`config.mk`:
```
export PLATFORM = sky130hd
export DESIGN_NAME = rr_arbiter4
export DESIGN_NICKNAME = d
export VERILOG_FILES = /design/src/rtl/rr_arbiter4.sv
export SDC_FILE = /design/constraint.sdc
export NUM_CORES = 1
export LEC_CHECK = 0
export CAP_MARGIN = 40
export CORE_ASPECT_RATIO = 0.8
export CORE_MARGIN = 2
export CORE_UTILIZATION = 54
export CTS_CLUSTER_DIAMETER = 150
export DETAILED_ROUTE_END_ITERATION = 8
export GPL_ROUTABILITY_DRIVEN = 0
export GPL_TIMING_DRIVEN = 1
export PLACE_DENSITY = 0.78
export SLEW_MARGIN = 20
export SYNTH_ARGS = -nofsm -noshare
export SYNTH_HDL_FRONTEND = slang
export SYNTH_SLANG_ARGS = --single-unit
```
`constraint.sdc`:
```
create_clock -name clk -period 3.4 [get_ports clk]
set_input_delay 0.68 -clock clk [delete_from_list [all_inputs] [get_ports clk]]
set_output_delay 0.68 -clock clk [all_outputs]
set_load 0.02 [all_outputs]
```
`src/rtl/rr_arbiter4.sv`:
```
// rtl/rr_arbiter4.sv - N-way round-robin arbiter with registered one-hot grants and bounded tenure
module rr_arbiter4 #(
    parameter int N        = 4,
    parameter int MAX_HOLD = 8,
    localparam int IDW     = (N > 1) ? $clog2(N) : 1,
    localparam int TW      = (MAX_HOLD > 0) ? $clog2(MAX_HOLD + 1) : 1
) (
    input  logic           clk,
    input  logic           rst,
    input  logic [N-1:0]   req,
    output logic [N-1:0]   gnt,
    output logic [IDW-1:0] gnt_id,
    output logic           busy
);

    typedef enum logic {
        ST_IDLE  = 1'b0,
        ST_GRANT = 1'b1
    } state_t;

    localparam logic [N-1:0]   ONE_HOT0 = {{(N-1){1'b0}}, 1'b1};
    localparam logic [TW-1:0]  TEN_MAX  = TW'(MAX_HOLD);
    localparam logic [IDW-1:0] LAST_IDX = IDW'(N - 1);

    state_t         r_state;
    logic [N-1:0]   r_gnt;
    logic [IDW-1:0] r_gnt_id;
    logic           r_busy;
    logic [IDW-1:0] r_ptr;
    logic [TW-1:0]  r_tenure;

    state_t         w_state_nxt;
    logic [N-1:0]   w_gnt_nxt;
    logic [IDW-1:0] w_gnt_id_nxt;
    logic [IDW-1:0] w_ptr_nxt;
    logic [TW-1:0]  w_tenure_nxt;

    logic [N-1:0]   w_owner_mask;
    logic [N-1:0]   w_others;
    logic           w_owner_req;
    logic [IDW:0]   w_pick_all;
    logic [IDW:0]   w_pick_masked;
    logic           w_do_grant;
    logic [IDW-1:0] w_grant_idx;

    // Returns {found, index} of the first set bit of r scanning p, p+1, ... mod N.
    function automatic logic [IDW:0] rr_pick(input logic [N-1:0] r, input logic [IDW-1:0] p);
        logic           found;
        logic [IDW-1:0] idx;
        int             j;
        found = 1'b0;
        idx   = '0;
        for (int i = 0; i < N; i++) begin
            j = (int'(p) + i) % N;
            if (!found && r[j]) begin
                found = 1'b1;
                idx   = IDW'(j);
            end
        end
        return {found, idx};
    endfunction

    // The current owner's bit, and the requests competing against it.
    always_comb begin
        w_owner_mask  = ONE_HOT0 << r_gnt_id;
        w_others      = req & ~w_owner_mask;
        w_owner_req   = |(req & w_owner_mask);
        w_pick_all    = rr_pick(req, r_ptr);
        w_pick_masked = rr_pick(w_others, r_ptr);
    end

    // Next-state decision: idle entry, release handover, forced handover or hold.
    always_comb begin
        w_state_nxt  = r_state;
        w_gnt_nxt    = r_gnt;
        w_gnt_id_nxt = r_gnt_id;
        w_ptr_nxt    = r_ptr;
        w_tenure_nxt = r_tenure;
        w_do_grant   = 1'b0;
        w_grant_idx  = w_pick_all[IDW-1:0];

        case (r_state)
            ST_IDLE: begin
                w_gnt_nxt = '0;
                if (|req) begin
                    w_do_grant  = 1'b1;
                    w_state_nxt = ST_GRANT;
                end
            end
            ST_GRANT: begin
                if (!w_owner_req) begin
                    // Owner released: hand over in the same edge, or go idle.
                    if (|req) begin
                        w_do_grant = 1'b1;
                    end else begin
                        w_gnt_nxt    = '0;
                        w_tenure_nxt = '0;
                        w_state_nxt  = ST_IDLE;
                    end
                end else if ((r_tenure == TEN_MAX) && (|w_others)) begin
                    // Tenure exhausted with contention: owner excluded from the search.
                    w_do_grant  = 1'b1;
                    w_grant_idx = w_pick_masked[IDW-1:0];
                end else if (r_tenure != TEN_MAX) begin
                    w_tenure_nxt = r_tenure + TW'(1);
                end
            end
            default: begin
                w_gnt_nxt   = '0;
                w_state_nxt = ST_IDLE;
            end
        endcase

        if (w_do_grant) begin
            w_gnt_nxt    = ONE_HOT0 << w_grant_idx;
            w_gnt_id_nxt = w_grant_idx;
            w_ptr_nxt    = (w_grant_idx == LAST_IDX) ? '0 : (w_grant_idx + IDW'(1));
            w_tenure_nxt = TW'(1);
        end
    end

    // State register; reset clears grants immediately without waiting for a clock.
    always_ff @(posedge clk or negedge rst) begin
        if (!rst) begin
            r_state  <= ST_IDLE;
            r_gnt    <= '0;
            r_gnt_id <= '0;
            r_busy   <= 1'b0;
            r_ptr    <= '0;
            r_tenure <= '0;
        end else begin
            r_state  <= w_state_nxt;
            r_gnt    <= w_gnt_nxt;
            r_gnt_id <= w_gnt_id_nxt;
            r_busy   <= |w_gnt_nxt;
            r_ptr    <= w_ptr_nxt;
            r_tenure <= w_tenure_nxt;
        end
    end

    assign gnt    = r_gnt;
    assign gnt_id = r_gnt_id;
    assign busy   = r_busy;

endmodule
```
==> results.rst <==
.. list-table::
   :header-rows: 1

   * - Metric
     - Value
   * - Vias after detailed routing
     - 1047
   * - Kind of launch point of the worst setup path
     - primary input
   * - Ant. Diodes
     - 0
   * - All-Layer GR Usage
     - 25.09%
   * - Post-route setup slack
     - 157.4 ps
   * - Kind of critical path
     - in2reg
   * - Die area
     - 2358 sq um
   * - Hold wc startpoint
     - r_tenure[2]
   * - WP data required
     - 3560 ps
   * - Share of post-route cells with drive strength above 1
     - 16.67%
   * - Clock Root Buffer
     - clkbuf_4
   * - Antenna violations before repair
     - 0
   * - Clock skew
     - 6.984 ps
   * - Final ANT Viol Nets
     - 0
   * - Clock Latency Late Sink
     - 290 ps
   * - Hold Crit Class
     - reg2reg
   * - Leading cell types by total area after synthesis
     - dfrtp_1, ha_1, nand2_1, nor2_1, a22o_1
   * - Number of global-route vias before repair
     - 969
   * - Worst-Margin Slew
     - 648.6 ps
   * - Fraction of the cycle the final worst path needs
     - 95.37%
   * - Worst setup EP type
     - register
   * - Xor/xnor share of the synthesized area
     - 0.8178%
   * - Highest clock rate
     - 308.4 MHz
   * - Wire length of the first global-routing pass
     - 4.236 mm
   * - Syn_area_per_cell
     - 8.367 sq um
   * - Clock transition at the registers of the reported paths
     - 90 ps
   * - Post-detailed-route DRC marker count
     - 0
   * - Quantity of gates resized following cts
     - 0
   * - Layout Area Growth over Synthesis
     - 22.66%
   * - Total grt overflow
     - 0
   * - Clock buffer count from CTS
     - 3
   * - Share of synthesized cell area in full adder, half adder and majority cells
     - 7.009%
   * - Routed length per instance
     - 14.60 um
   * - Worst Path Max Fanout
     - 7
   * - Row cnt
     - 14
   * - Hold Violations, Final
     - 0
   * - Biggest area consumer among synthesized cells
     - dfrtp_1
   * - Complex-gate fraction of the synthesized area
     - 23.83%
   * - Sequential cell area fraction in the yosys report
     - 32.71%
   * - Multiplexer share of the synthesized area
     - 5.140%
   * - Maximum number of pins on one net before global-route repair
     - 16
   * - TritonCTS clock tree
     - done
   * - # nets final
     - 163
   * - Main combinational cell family by area after synthesis
     - compound AO/OA/AOI/OAI gates
   * - Dpl ws
     - -138.3 ps
   * - Detail Placement HPWL
     - 1.920 mm
   * - Via density per instance
     - 6.017
   * - Smallest hold slack
     - 518.7 ps
   * - Pre-Repair DR Iteration Count
     - 4
   * - I/O Buffers
     - 12
   * - Number of violations reported at the end of detailed-routing iteration 0
     - 51
   * - Data arrival time of the critical path
     - 3400 ps
   * - Simple-Gate Fraction of Synth Area
     - 22.31%
   * - Proportion of netlist area held by the largest area contributor
     - 32.71%
   * - RSZ-0062 raised after global routing
     - false
   * - Die Wd
     - 53.79 um
   * - Number of buffers added for setup after CTS
     - 0
   * - Max-slew violation count
     - 0
   * - Status
     - finished, final reports clean
   * - Worst IR drop on VDD
     - 0.5738 mV
   * - Deepest level of the CTS H-tree
     - 1
   * - Launching point of the worst reg2reg path
     - gnt_id[0]
   * - Layout fillers
     - 148
   * - Die outline height
     - 43.84 um
   * - Overall power
     - 1115 uW
   * - Count of state elements after synthesis
     - 14
   * - Core area
     - 1874 sq um
   * - Effective utilization at floorplan
     - 57.14%
   * - Power density normalized to cell area
     - 849.1 nW/um^2
   * - Total standard cell area after synthesis
     - 1071 sq um
   * - Hold-fix buffers, CTS
     - 0
   * - Startpoint of the worst setup timing path
     - req[1]
   * - Synth warn
     - 0
   * - Leakage Power
     - 0.0006118 uW
   * - Synth Instances
     - 128
   * - Clock buffer depth
     - 2
   * - Io pins
     - 13
   * - Minimum period implied by the final worst setup slack
     - 3243 ps
   * - Post-synth cell types
     - 38
   * - Sinks on Clock Net
     - 14
   * - Relative slew slack
     - 56.62%
   * - Synthesized net count
     - 140
   * - Wire length reported by the detailed router
     - 2.541 mm
   * - Max capacitance violation total
     - 0
   * - Setup Viol. Count Final
     - 0
## metal layers
metal  up-vias  global-route usage (%)  share of wire [%]
li1        505                       -                  -
met1       504                   34.67                 46
met2        33                   37.56                 46
met3         5                   8.276                7.0
met4         0                   7.179                1.2
met5         -                       0                  0
## worst max-delay path, stage by stage
cell	delay (ps)
clkdlybuf4s50_1	590
buf_4	180
nand2_1	70
a22oi_1	280
nor2_1	80
o22ai_1	160
nand3b_1	90
a31oi_1	250
inv_1	100
ha_1	210
a22o_1	200
or4_1	510
## metrics by stage
stage	instance area [sq um]	setup TNS [ps]	util, %	instances
detailed placement	1272	-138.3	67.89	170
global placement	1272	-74.63	67.89	170
floorplan	1071	0	-	128
finish	1314	0	70.09	174
CTS	1309	0	69.83	174
global route	1314	0	70.09	174
## final timing paths
check | to | slack [ps] | cells past startpoint
min in group asynchronous | r_tenure[0] | 780 | 1
max in group asynchronous | gnt[0] | 2200 | 1
worst min-delay path | r_tenure[2] | 520 | 1
worst max-delay path | busy | 160 | 12
worst max register to register | busy | 490 | 9
worst min register to register | r_tenure[2] | 520 | 1
## power by group
group          internal, uW  switching (uW)
sequential              233             108
combinational           316             336
clock                  65.3            57.0
## cell usage in the layout, fill, tap and decap left out, types with 5 or more instances in the layout
cell type        instances
nor2_1                  14
o21ai_0                  7
a22o_1                   6
o22ai_1                  5
a21oi_1                  8
ha_1                     6
nand2_1                 15
inv_1                    7
buf_4                   15
dfrtp_1                 14
clkdlybuf4s50_1         12
## area by class of cell
cell class	count	area (sq um)	area share [%]
well taps	24	30.03	2.286
repair buffers	27	232.7	17.71
inverters	7	26.28	2.000
multi-input cells	98	638.1	48.57
clock buffers	4	36.28	2.762
flip-flops and latches	14	350.3	26.67
## cells in the mapped netlist
| cell | number |
|---|---|
| clkbuf_1 | 1 |
| or2_2 | 1 |
| nand2b_1 | 3 |
| a31oi_1 | 1 |
| a22o_1 | 6 |
| a22oi_1 | 1 |
| buf_4 | 2 |
| a211o_1 | 1 |
| nor4_1 | 2 |
| or4_1 | 1 |
| a21o_1 | 2 |
| ha_1 | 6 |
| xnor2_1 | 1 |
| nor2_1 | 14 |
| inv_1 | 7 |
| mux4_2 | 1 |
| buf_6 | 2 |
| a221oi_1 | 2 |
| and2_1 | 1 |
| o221ai_1 | 1 |
| a211oi_1 | 1 |
| mux2i_1 | 1 |
| mux2_2 | 2 |
| nor3_1 | 3 |
| buf_2 | 4 |
| o32ai_1 | 1 |
| o31ai_1 | 1 |
| and3_1 | 1 |
| nand3b_1 | 3 |
| nor2b_1 | 3 |
| a21oi_1 | 8 |
| o31a_1 | 1 |
| nand2_1 | 15 |
| nand3_1 | 1 |
| o22ai_1 | 5 |
| or4_4 | 1 |
| o21ai_0 | 7 |
| dfrtp_1 | 14 |
## state kept, by name, indices dropped and copies added, names as in the netlist
register and flops:
busy 1, gnt 4, gnt_id 2, r_ptr 2, r_state 1, r_tenure 4
## cell families after synthesis
logic type | count (synthesis)
and+or+nand+nor | 49
DFF | 14
xor gates and xnor gates | 1
adders and majority gates | 6
AOI/OAI and AO/OA | 38
muxes | 4
buffers and inverters | 16
(Power assumes the default switching activity.)
